File: src/rtl/i2c_master_reader_if.sv
// Host/bus signal bundle for the I2C read initiator.
// The master modport is the initiator's view; the slave modport is the
// view of whatever sits on the other side (host logic, bus model).
interface i2c_master_reader_if;
    logic       i_start;
    logic [6:0] i_slave_addr;
    logic [7:0] i_byte_count;
    logic       i_scl_in;
    logic       i_sda_in;
    logic       o_scl_out;
    logic       o_sda_out;
    logic [7:0] o_rx_data;
    logic       o_rx_valid;
    logic       o_busy;
    logic       o_done;
    logic       o_nack_err;

    modport master (
        input  i_start, i_slave_addr, i_byte_count, i_scl_in, i_sda_in,
        output o_scl_out, o_sda_out, o_rx_data, o_rx_valid, o_busy, o_done, o_nack_err
    );

    modport slave (
        output i_start, i_slave_addr, i_byte_count, i_scl_in, i_sda_in,
        input  o_scl_out, o_sda_out, o_rx_data, o_rx_valid, o_busy, o_done, o_nack_err
    );
endinterface

File: src/rtl/i2c_master_reader.sv
// I2C read initiator: START, {addr,R}, N data bytes (ACK all but the last,
// NACK the last), STOP. Every bus step is one SCL quarter of QDIV clocks;
// a bit slot is four quarters with SCL low in Q0/Q1 and released in Q2/Q3.
// SCL/SDA drive values are registered and computed from the state being
// entered, so SDA only moves on a quarter boundary.
module i2c_master_reader #(
    parameter int QDIV = 4
) (
    input logic clk,
    input logic rst,
    i2c_master_reader_if.master bus
);

    localparam int QW = $clog2(QDIV);
    localparam logic [QW-1:0] QLAST = QW'(QDIV - 1);

    typedef enum logic [2:0] {
        S_IDLE, S_START, S_ADDR, S_AACK, S_RDATA, S_MACK, S_STOP
    } state_t;

    state_t        r_state, w_state;
    logic [QW-1:0] r_qcnt, w_qcnt;
    logic [1:0]    r_quarter, w_quarter;
    logic [2:0]    r_bitcnt, w_bitcnt;
    logic [7:0]    r_addr_byte, w_addr_byte;
    logic [7:0]    r_remaining, w_remaining;
    logic [7:0]    r_shift, w_shift;
    logic          r_ack, w_ack;
    logic          r_scl, w_scl;
    logic          r_sda, w_sda;
    logic [7:0]    r_rx_data, w_rx_data;
    logic          r_rx_valid, w_rx_valid;
    logic          r_busy, w_busy;
    logic          r_done, w_done;
    logic          r_nack, w_nack;
    logic          w_stretch;
    logic          w_tick;

    // Next-state logic: quarter timing with clock stretch, the transfer sequence,
    // and the line levels for the quarter being entered.
    always_comb begin
        w_state     = r_state;
        w_qcnt      = r_qcnt;
        w_quarter   = r_quarter;
        w_bitcnt    = r_bitcnt;
        w_addr_byte = r_addr_byte;
        w_remaining = r_remaining;
        w_shift     = r_shift;
        w_ack       = r_ack;
        w_rx_data   = r_rx_data;
        w_rx_valid  = 1'b0;
        w_busy      = r_busy;
        w_done      = 1'b0;
        w_nack      = r_nack;
        w_scl       = 1'b1;
        w_sda       = 1'b1;
        w_tick      = 1'b0;

        w_stretch = !bus.i_scl_in &&
                    (((r_state inside {S_ADDR, S_AACK, S_RDATA, S_MACK}) && r_quarter[1]) ||
                     ((r_state == S_STOP) && (r_quarter == 2'd1)));

        if (r_state != S_IDLE && !w_stretch) begin
            if (r_qcnt == QLAST) begin
                w_qcnt = '0;
                w_tick = 1'b1;
            end else begin
                w_qcnt = r_qcnt + 1'b1;
            end
        end

        case (r_state)
            S_IDLE: begin
                if (bus.i_start && bus.i_byte_count != 8'd0) begin
                    w_state     = S_START;
                    w_qcnt      = '0;
                    w_quarter   = 2'd0;
                    w_bitcnt    = 3'd0;
                    w_addr_byte = {bus.i_slave_addr, 1'b1};
                    w_remaining = bus.i_byte_count;
                    w_busy      = 1'b1;
                    w_nack      = 1'b0;
                end
            end
            S_START: begin
                if (w_tick) begin
                    if (r_quarter == 2'd0) begin
                        w_quarter = 2'd1;
                    end else begin
                        w_state   = S_ADDR;
                        w_quarter = 2'd0;
                        w_bitcnt  = 3'd0;
                    end
                end
            end
            S_ADDR, S_AACK, S_RDATA, S_MACK: begin
                if (w_tick) begin
                    if (r_quarter == 2'd2) begin
                        if (r_state == S_RDATA) w_shift = {r_shift[6:0], bus.i_sda_in};
                        if (r_state == S_AACK)  w_ack   = bus.i_sda_in;
                    end
                    if (r_quarter != 2'd3) begin
                        w_quarter = r_quarter + 2'd1;
                    end else begin
                        w_quarter = 2'd0;
                        case (r_state)
                            S_ADDR: begin
                                if (r_bitcnt == 3'd7) begin
                                    w_state  = S_AACK;
                                    w_bitcnt = 3'd0;
                                end else begin
                                    w_bitcnt = r_bitcnt + 3'd1;
                                end
                            end
                            S_AACK: begin
                                if (!r_ack) begin
                                    w_state  = S_RDATA;
                                    w_bitcnt = 3'd0;
                                end else begin
                                    w_nack  = 1'b1;
                                    w_state = S_STOP;
                                end
                            end
                            S_RDATA: begin
                                if (r_bitcnt == 3'd7) begin
                                    w_rx_data  = r_shift;
                                    w_rx_valid = 1'b1;
                                    w_state    = S_MACK;
                                    w_bitcnt   = 3'd0;
                                end else begin
                                    w_bitcnt = r_bitcnt + 3'd1;
                                end
                            end
                            default: begin
                                w_remaining = (r_remaining != 8'd0) ? r_remaining - 8'd1 : 8'd0;
                                w_state     = (r_remaining > 8'd1) ? S_RDATA : S_STOP;
                            end
                        endcase
                    end
                end
            end
            S_STOP: begin
                if (w_tick) begin
                    if (r_quarter == 2'd2) begin
                        w_state   = S_IDLE;
                        w_quarter = 2'd0;
                        w_done    = 1'b1;
                        w_busy    = 1'b0;
                    end else begin
                        w_quarter = r_quarter + 2'd1;
                    end
                end
            end
            default: w_state = S_IDLE;
        endcase

        case (w_state)
            S_START: begin
                w_scl = 1'b1;
                w_sda = (w_quarter == 2'd0);
            end
            S_ADDR: begin
                w_scl = w_quarter[1];
                w_sda = w_addr_byte[3'd7 - w_bitcnt];
            end
            S_AACK, S_RDATA: begin
                w_scl = w_quarter[1];
                w_sda = 1'b1;
            end
            S_MACK: begin
                w_scl = w_quarter[1];
                w_sda = (w_remaining > 8'd1) ? 1'b0 : 1'b1;
            end
            S_STOP: begin
                w_scl = (w_quarter != 2'd0);
                w_sda = (w_quarter == 2'd2);
            end
            default: begin
                w_scl = 1'b1;
                w_sda = 1'b1;
            end
        endcase
    end

    // State and output registers; reset releases both lines at once.
    always_ff @(posedge clk or posedge rst) begin
        if (rst) begin
            r_state     <= S_IDLE;
            r_qcnt      <= '0;
            r_quarter   <= 2'd0;
            r_bitcnt    <= 3'd0;
            r_addr_byte <= 8'd0;
            r_remaining <= 8'd0;
            r_shift     <= 8'd0;
            r_ack       <= 1'b0;
            r_scl       <= 1'b1;
            r_sda       <= 1'b1;
            r_rx_data   <= 8'd0;
            r_rx_valid  <= 1'b0;
            r_busy      <= 1'b0;
            r_done      <= 1'b0;
            r_nack      <= 1'b0;
        end else begin
            r_state     <= w_state;
            r_qcnt      <= w_qcnt;
            r_quarter   <= w_quarter;
            r_bitcnt    <= w_bitcnt;
            r_addr_byte <= w_addr_byte;
            r_remaining <= w_remaining;
            r_shift     <= w_shift;
            r_ack       <= w_ack;
            r_scl       <= w_scl;
            r_sda       <= w_sda;
            r_rx_data   <= w_rx_data;
            r_rx_valid  <= w_rx_valid;
            r_busy      <= w_busy;
            r_done      <= w_done;
            r_nack      <= w_nack;
        end
    end

    assign bus.o_scl_out  = r_scl;
    assign bus.o_sda_out  = r_sda;
    assign bus.o_rx_data  = r_rx_data;
    assign bus.o_rx_valid = r_rx_valid;
    assign bus.o_busy     = r_busy;
    assign bus.o_done     = r_done;
    assign bus.o_nack_err = r_nack;

endmodule

File: src/flat_wrapper.sv
// flat-port wrapper written by rule: the top's interface ports become plain ports
module i2c_master_reader_flat 
#(
    parameter int QDIV = 4
)
  (clk, rst, bus_i_start, bus_i_slave_addr, bus_i_byte_count, bus_i_scl_in, bus_i_sda_in, bus_o_scl_out, bus_o_sda_out, bus_o_rx_data, bus_o_rx_valid, bus_o_busy, bus_o_done, bus_o_nack_err);
  i2c_master_reader_if bus_i ();
  input logic clk;
  input logic rst;
  input wire logic [$bits(bus_i.i_start)-1:0] bus_i_start;
  input wire logic [$bits(bus_i.i_slave_addr)-1:0] bus_i_slave_addr;
  input wire logic [$bits(bus_i.i_byte_count)-1:0] bus_i_byte_count;
  input wire logic [$bits(bus_i.i_scl_in)-1:0] bus_i_scl_in;
  input wire logic [$bits(bus_i.i_sda_in)-1:0] bus_i_sda_in;
  output wire logic [$bits(bus_i.o_scl_out)-1:0] bus_o_scl_out;
  output wire logic [$bits(bus_i.o_sda_out)-1:0] bus_o_sda_out;
  output wire logic [$bits(bus_i.o_rx_data)-1:0] bus_o_rx_data;
  output wire logic [$bits(bus_i.o_rx_valid)-1:0] bus_o_rx_valid;
  output wire logic [$bits(bus_i.o_busy)-1:0] bus_o_busy;
  output wire logic [$bits(bus_i.o_done)-1:0] bus_o_done;
  output wire logic [$bits(bus_i.o_nack_err)-1:0] bus_o_nack_err;
  assign bus_i.i_start = bus_i_start;
  assign bus_i.i_slave_addr = bus_i_slave_addr;
  assign bus_i.i_byte_count = bus_i_byte_count;
  assign bus_i.i_scl_in = bus_i_scl_in;
  assign bus_i.i_sda_in = bus_i_sda_in;
  assign bus_o_scl_out = bus_i.o_scl_out;
  assign bus_o_sda_out = bus_i.o_sda_out;
  assign bus_o_rx_data = bus_i.o_rx_data;
  assign bus_o_rx_valid = bus_i.o_rx_valid;
  assign bus_o_busy = bus_i.o_busy;
  assign bus_o_done = bus_i.o_done;
  assign bus_o_nack_err = bus_i.o_nack_err;
  i2c_master_reader #(.QDIV(QDIV)) u_core (.clk(clk), .rst(rst), .bus(bus_i));
endmodule
File: config.mk
export PLATFORM = sky130hd
export DESIGN_NAME = i2c_master_reader_flat
export DESIGN_NICKNAME = d
export VERILOG_FILES = /design/src/rtl/i2c_master_reader_if.sv /design/src/rtl/i2c_master_reader.sv /design/src/flat_wrapper.sv
export SDC_FILE = /design/constraint.sdc
export NUM_CORES = 1
export LEC_CHECK = 0
export CAP_MARGIN = 15
export CELL_PAD_IN_SITES_DETAIL_PLACEMENT = 0
export CELL_PAD_IN_SITES_GLOBAL_PLACEMENT = 1
export CORE_MARGIN = 2
export CORE_UTILIZATION = 46
export CTS_CLUSTER_DIAMETER = 50
export CTS_CLUSTER_SIZE = 8
export DETAILED_ROUTE_END_ITERATION = 16
export GPL_ROUTABILITY_DRIVEN = 0
export PLACE_DENSITY = 0.83
export SKIP_LAST_GASP = 1
export SLEW_MARGIN = 10
export SYNTH_ARGS = -nofsm -noshare
export SYNTH_HDL_FRONTEND = slang
export SYNTH_SLANG_ARGS = --single-unit
File: constraint.sdc
create_clock -name clk -period 7 [get_ports clk]
set_input_delay 1.05 -clock clk [delete_from_list [all_inputs] [get_ports clk]]
set_output_delay 1.05 -clock clk [all_outputs]
set_load 0.05 [all_outputs]
Word-level counts from Yosys, hierarchy flattened
Index checks and enable logic that the tools add are counted.
{"block": "totals", "reg_bits": 49, "latchBits": 0, "ram_bits": 0, "rom_bits": 0, "input_bits": 20, "memories": 0}
{"block": "classes", "add_sub_neg": 5, "mul": 0, "n_div": 0, "magnitude_cmp": 3, "n_eq_ne": 25, "shifts": 0, "n_mux": 67, "bitwise_logic": 1, "n_reduce_logical": 27}
{"operator": "2-to-1 mux 8 bit", "n": 7}
{"operator": "2-to-1 mux 3 bit", "n": 16}
{"operator": "2-to-1 mux 2 bit", "n": 12}
{"operator": "== test 3 bit, second input constant", "n": 7}
{"operator": "2-to-1 mux 1 bit", "n": 21}
{"operator": "case mux 3 bit (3 select lines)", "n": 2}
{"operator": "> comparator 8 x 1 -> 1 bit, second input constant", "n": 2}
{"operator": "case mux 8 bit (2 select lines)", "n": 1}
{"operator": "nonzero test 8 bit", "n": 2}
{"operator": "== test 3 x 2 -> 1 bit, second input constant", "n": 4}
{"operator": "case mux 3 bit (4 select lines)", "n": 1}
{"operator": "AND reduction 4 bit", "n": 3}
{"operator": "inequality test 2 x 1 -> 1 bit, second input constant", "n": 5}
{"operator": "case mux 2 bit (4 select lines)", "n": 1}
{"operator": "OR reduction 4 bit", "n": 2}
{"operator": "subtractor 8 x 1 -> 8 bit, second input constant", "n": 1}
{"operator": "== test 2 bit, second input constant", "n": 3}
{"operator": "== test 3 x 1 -> 1 bit, second input constant", "n": 2}
{"operator": "inequality test 2 bit, second input constant", "n": 3}
{"operator": "case mux 1 bit (2 select lines)", "n": 3}
{"operator": "case mux 3 bit (2 select lines)", "n": 1}
{"operator": "AND reduction 6 bit", "n": 1}
{"operator": "nonzero test 2 bit", "n": 3}
{"operator": "logical AND 1 bit", "n": 5}
{"operator": "17 further kinds", "n": 20}

Longest topological paths before layout
{"block": "logic_depth", "depth_word": 14, "mapped_depth": 15}

Worst setup path after synthesis
Ideal clock, no wire load.
{"block": "synth_timing", "path_type": "input to register", "from": "in bus_i_byte_count[5]", "to": "reg u_core.r_sda (netlist: u_core.bus.o_sda_out)", "arrival_time_ns": 3.337, "path_slack_ns": 3.579, "stages": 8, "path_buffers": 1, "cell_sequence": "or4_4 o211a_1 buf_6 a32o_1 a31o_1 or4_1 or4b_1 o2111ai_1"}
{"element": "start, declared", "line_no": "flat_wrapper.sv:12", "text": "input wire logic [$bits(bus_i.i_byte_count)-1:0] bus_i_byte_count;"}
{"element": "nonzero test 8 bit", "line_no": "i2c_master_reader.sv:74", "text": "if (bus.i_start && bus.i_byte_count != 8'd0) begin"}
{"element": "logical AND 1 bit", "line_no": "i2c_master_reader.sv:74"}
{"element": "2-to-1 mux 8 bit", "line_no": "i2c_master_reader.sv:74"}
{"element": "case mux 8 bit (2 select lines)", "line_no": "i2c_master_reader.sv:72", "text": "case (r_state)"}
{"element": "net u_core.w_remaining[4]", "line_no": "i2c_master_reader.sv:26", "text": "logic [7:0] r_remaining, w_remaining;"}
{"element": "> comparator 8 x 1 -> 1 bit", "line_no": "i2c_master_reader.sv:172", "text": "w_sda = (w_remaining > 8'd1) ? 1'b0 : 1'b1;"}
{"element": "2-to-1 mux 1 bit", "line_no": "i2c_master_reader.sv:172"}
{"element": "case mux 1 bit (4 select lines)", "line_no": "i2c_master_reader.sv:157", "text": "case (w_state)"}
{"element": "net u_core.w_sda", "line_no": "i2c_master_reader.sv:30", "text": "logic r_sda, w_sda;"}
{"element": "end signal, assigned", "line_no": "i2c_master_reader.sv:213", "text": "r_sda <= w_sda;"}
{"element": "end, declared", "line_no": "i2c_master_reader.sv:30"}
The timed path passes the listed nets, and every way through them passes these cells. The select of a mux whose other input is x is not followed.
A chain may end at the register's enable or synchronous reset.

Worst setup path after layout
{"block": "layout_timing", "from": "in bus_i_byte_count[4]", "to": "reg u_core.r_sda (netlist: u_core.bus.o_sda_out)"}
{"element": "nonzero test 8 bit", "line_no": "i2c_master_reader.sv:74"}
{"element": "logical AND 1 bit", "line_no": "i2c_master_reader.sv:74"}
{"element": "2-to-1 mux 8 bit *", "line_no": "i2c_master_reader.sv:74"}
{"element": "case mux 8 bit (2 select lines) *", "line_no": "i2c_master_reader.sv:72"}
{"element": "net u_core.w_remaining[4]", "line_no": "i2c_master_reader.sv:26"}
{"element": "> comparator 8 x 1 -> 1 bit *", "line_no": "i2c_master_reader.sv:172"}
{"element": "2-to-1 mux 1 bit *", "line_no": "i2c_master_reader.sv:172"}
{"element": "case mux 1 bit (4 select lines) *", "line_no": "i2c_master_reader.sv:157"}
{"element": "net u_core.w_sda", "line_no": "i2c_master_reader.sv:30"}
Mark *: on every way through the listed nets, which the timed path passes. The rest lies on a longest branch. The select of a mux whose other input is x is not followed.

==> results_dict.tcl <==
set metrics [dict create \
    status "finished, final reports clean" \
    grt_setup_unrepaired "no" \
    grt.total_usage_pct 22.0 \
    grt_overflow 0 \
    required_ps 7230 \
    drt_first_iter_violations 203 \
    reg2reg_slack_ps 3340 \
    post_cts_resized 0 \
    multiInputGateArea_um2 1480 \
    edff_count_synth 0 \
    total_leakage_power_nw 1.49 \
    post_drt_wl_per_cell_um 15.8 \
    setup.worst_path.class "primary input to flip-flop" \
    vdd.ir_drop.worst_mv 0.174 \
    pwr-share-seq_pct 43.0 \
    design.die.area_um2 6820 \
    synth.distinct_cells 58 \
    critical_path.endpoint_type "flip-flop" \
    cts.clk_slew.worst_paths_ps 100 \
    initial_utilization_pct 47.7 \
    hold-worst-slack_ps 469 \
    synth_warnings 0 \
    cellInternalPower_mw 0.591 \
    worst_slew_pin_slew_ps 997 \
    cts.hold.buffers_added 0 \
    sequential_cell_area_fraction_in_the_yosys_report_pct 43.3 \
    synth_flop_cell "sky130_fd_sc_hd__dfrtp_1" \
    finalWorstPathRequiredPeriod_ps 3880 \
    vias_in_the_first_global_route 2287 \
    cts_tree "yes" \
    vias_per_cell 5.79 \
    seqCellArea_um2 1230 \
    power.switching_mw 0.415 \
    timing.rr.start "u_core.r_state[1]" \
    netlist_top_cells_area "sky130_fd_sc_hd__dfrtp_1, sky130_fd_sc_hd__nand2_1, sky130_fd_sc_hd__ha_1, sky130_fd_sc_hd__mux2_2, sky130_fd_sc_hd__nor2_1" \
    grt_max_degree 50 \
    clock_tree.htree_level_count 2 \
    worst-endpoint-arrival_ps 4110 \
    clock_tree.buffer_depth 2 \
    dp_hpwl_um 4870 \
    number_of_vias_after_detailed_routing 2474 \
    yosys.area.top_type_share_pct 41.4 \
    setup_violations 0 \
    slew_viol_final 0 \
    insertedDiodeCount 0 \
    part_of_the_power_in_the_clock_network_pct 17.6 \
    post_detailed_routing_wire_length_um 6760 \
    die_h_um 82.6 \
    cts_inserted_buffers 5 \
    stdcell_area_um2 3330 \
    grt_pass1_wl_um 11300 \
    max-cap-violations 0 \
    area_growth_pct 17.3 \
    timing.critical_path.from "bus_i_byte_count[4]" \
    synthArstFlopShare_pct 100 \
    clock-root-buffer "sky130_fd_sc_hd__clkbuf_8" \
    drive_gt1_share_pct 7.95 \
    detailedPlace.worstSlack_ps 2780 \
    synth_cells 322 \
    synth_largest_area_cell "sky130_fd_sc_hd__dfrtp_1" \
    fin_crit_sh_pct 55.5 \
    clkLatencyLatePin_ps 310 \
    totalPowerFinal_mw 1.01 \
    critical_path.endpoint "u_core.bus.o_sda_out" \
    antenna_violations_before_repair 0 \
    postPlaceCellArea_um2 3220 \
    worstRegToRegCells 12 \
    drt.antenna.violating_nets 0 \
    std_cell_rows 28 \
    ys_seq_elements 49 \
    finalClockSkew_ps 8.22 \
    drc 0 \
    fillers 569 \
    pwr-share-comb_pct 39.5 \
    clkSinkCount 49 \
    dieWidth_um 82.6 \
    top_level_ports 34 \
    clock.fmax_mhz 257 \
    r2r_end "u_core.bus.o_sda_out" \
    sw_frac_of_total_pct 41.3 \
    worst-path-max-fanout 18 \
    postSynthAreaPerCell_um2 8.82 \
    tightest_slew_margin_relative_to_the_limit_pct 33.1 \
    power_density_nw_per_um2 302 \
    detail_route.first_pass.iterations 5 \
    number_of_buffers_inserted_by_post_cts_setup_repair 0 \
    placement.io_buffers 33 \
    synth_fp_nets 355 \
    fin_nets 384 \
    hold_path_class "flip-flop to flip-flop" \
    cp-start-kind "primary input" \
    finalHoldViolCount 0 \
    timing.final.ws_setup_ps 3120 \
    mappedNetlistArea_um2 2840 \
    core-area_um2 5960 \
    setup_total_negative_slack_ps 0 \
]
layer usage:
layer  global-route usage (%)  part of all wire, %  wire length, um
met5                        0                    0                0
met4                     8.36                  2.6              177
met1                     30.9                   46             3100
met3                     3.80                  4.2              286
met2                     34.0                   47             3190
synthesized netlist by cell type, types with 2 or more instances:
cell type / n
sky130_fd_sc_hd__mux2_2: 9
sky130_fd_sc_hd__a22o_1: 3
sky130_fd_sc_hd__nand4_1: 3
sky130_fd_sc_hd__or3_1: 2
sky130_fd_sc_hd__a22oi_1: 2
sky130_fd_sc_hd__o211ai_1: 5
sky130_fd_sc_hd__or4_1: 2
sky130_fd_sc_hd__dfrtp_1: 47
sky130_fd_sc_hd__a32oi_1: 2
sky130_fd_sc_hd__a21oi_1: 18
sky130_fd_sc_hd__nand3_1: 12
sky130_fd_sc_hd__a311oi_1: 2
sky130_fd_sc_hd__or4_4: 2
sky130_fd_sc_hd__inv_1: 14
sky130_fd_sc_hd__o311ai_0: 3
sky130_fd_sc_hd__dfstp_2: 2
sky130_fd_sc_hd__nand2_1: 67
sky130_fd_sc_hd__ha_1: 13
sky130_fd_sc_hd__buf_2: 2
sky130_fd_sc_hd__o21ai_0: 12
sky130_fd_sc_hd__o311a_1: 2
sky130_fd_sc_hd__a221oi_1: 3
sky130_fd_sc_hd__nand2b_1: 6
sky130_fd_sc_hd__clkbuf_1: 11
sky130_fd_sc_hd__nor2b_1: 3
sky130_fd_sc_hd__o2111ai_1: 3
sky130_fd_sc_hd__nor2_1: 25
sky130_fd_sc_hd__o22ai_1: 2
sky130_fd_sc_hd__nor4_1: 5
sky130_fd_sc_hd__a31oi_1: 3
sky130_fd_sc_hd__nor3_1: 7
sky130_fd_sc_hd__and2_1: 4
cell families after synthesis:
kind of cell / after synthesis / synth area share [%]
mux: 10 / 3.92
xor+xnor: 1 / 0.309
fa+ha+maj: 13 / 5.73
buf+inv: 30 / 4.45
simple gates: 144 / 23.7
compound gates: 75 / 18.6
flops: 49 / 43.3
power by group through the flow:
| stage | clock (mW) | sequential (mW) | combinational, mW |
|---|---|---|---|
| 3_3_place_gp | 0 | 0.434 | 0.390 |
| 4_1_cts | 0.183 | 0.429 | 0.396 |
| 6_report | 0.177 | 0.432 | 0.397 |
| 2_1_floorplan | 0 | 0.427 | 0.290 |
| 3_5_place_dp | 0 | 0.435 | 0.392 |
| 5_1_grt | 0.196 | 0.444 | 0.448 |
registers in the layout (all words and copies together) (netlist names), 2 cells and up:
register	count
u_core.r_bitcnt	3
u_core.r_qcnt	2
u_core.r_quarter	2
u_core.bus.o_rx_data	8
u_core.r_addr_byte	8
u_core.r_remaining	8
u_core.r_state	3
u_core.r_shift	8
per-stage QoR:
step	std cells	util, %
floorplan	322	-
global placement	418	54.0
detailed placement	418	54.0
CTS	426	55.6
global route	427	55.9
finish	427	55.9
cell usage in the layout, fill, tap and decap left out, types with 3 or more instances in the layout:
master / Yosys / routed
sky130_fd_sc_hd__nand2_1: 67 / 67
sky130_fd_sc_hd__dfrtp_1: 47 / 47
sky130_fd_sc_hd__clkdlybuf4s50_1: 0 / 33
sky130_fd_sc_hd__nor2_1: 25 / 25
sky130_fd_sc_hd__a21oi_1: 18 / 18
sky130_fd_sc_hd__inv_1: 14 / 13
sky130_fd_sc_hd__ha_1: 13 / 13
sky130_fd_sc_hd__nand3_1: 12 / 12
sky130_fd_sc_hd__o21ai_0: 12 / 12
sky130_fd_sc_hd__mux2_2: 9 / 9
sky130_fd_sc_hd__nor3_1: 7 / 7
sky130_fd_sc_hd__nand2b_1: 6 / 6
sky130_fd_sc_hd__nor4_1: 5 / 5
sky130_fd_sc_hd__o211ai_1: 5 / 5
sky130_fd_sc_hd__clkbuf_8: 0 / 5
sky130_fd_sc_hd__and2_1: 4 / 4
sky130_fd_sc_hd__nor2b_1: 3 / 3
sky130_fd_sc_hd__o2111ai_1: 3 / 3
sky130_fd_sc_hd__a221oi_1: 3 / 3
sky130_fd_sc_hd__a22o_1: 3 / 3
sky130_fd_sc_hd__a31oi_1: 3 / 3
sky130_fd_sc_hd__nand4_1: 3 / 3
sky130_fd_sc_hd__o311ai_0: 3 / 3
sky130_fd_sc_hd__buf_4: 1 / 3
worst min path at each step:
stage,slack [ps],startpoint,end,cells past startpoint
3_3_place_gp,440,u_core.r_shift[7],u_core.bus.o_rx_data[7],2
3_5_place_dp,450,u_core.r_addr_byte[0],u_core.r_addr_byte[0],1
6_report,470,u_core.r_addr_byte[0],u_core.r_addr_byte[0],1
5_1_grt,500,u_core.r_addr_byte[0],u_core.r_addr_byte[0],1
4_1_cts,470,u_core.r_addr_byte[0],u_core.r_addr_byte[0],1
2_1_floorplan,430,u_core.r_addr_byte[0],u_core.r_addr_byte[0],1
critical path, cell delays in order:
cell                              delay [ps]
sky130_fd_sc_hd__clkdlybuf4s50_1         440
sky130_fd_sc_hd__or4_4                   550
sky130_fd_sc_hd__o211a_1                 490
sky130_fd_sc_hd__a32o_1                  320
sky130_fd_sc_hd__a31o_1                  200
sky130_fd_sc_hd__or4_1                   480
sky130_fd_sc_hd__or4b_1                  470
sky130_fd_sc_hd__o2111ai_1               110
area by class of cell:
class / count / area share (%)
inverter: 15 / 1.69
sequential: 49 / 36.9
timing repair buffer: 37 / 11.2
multi-input combinational: 243 / 44.6
tap: 75 / 2.82
clock buffer: 5 / 2.07
clock inverter: 3 / 0.752
Power figures use the tool's default switching activity.
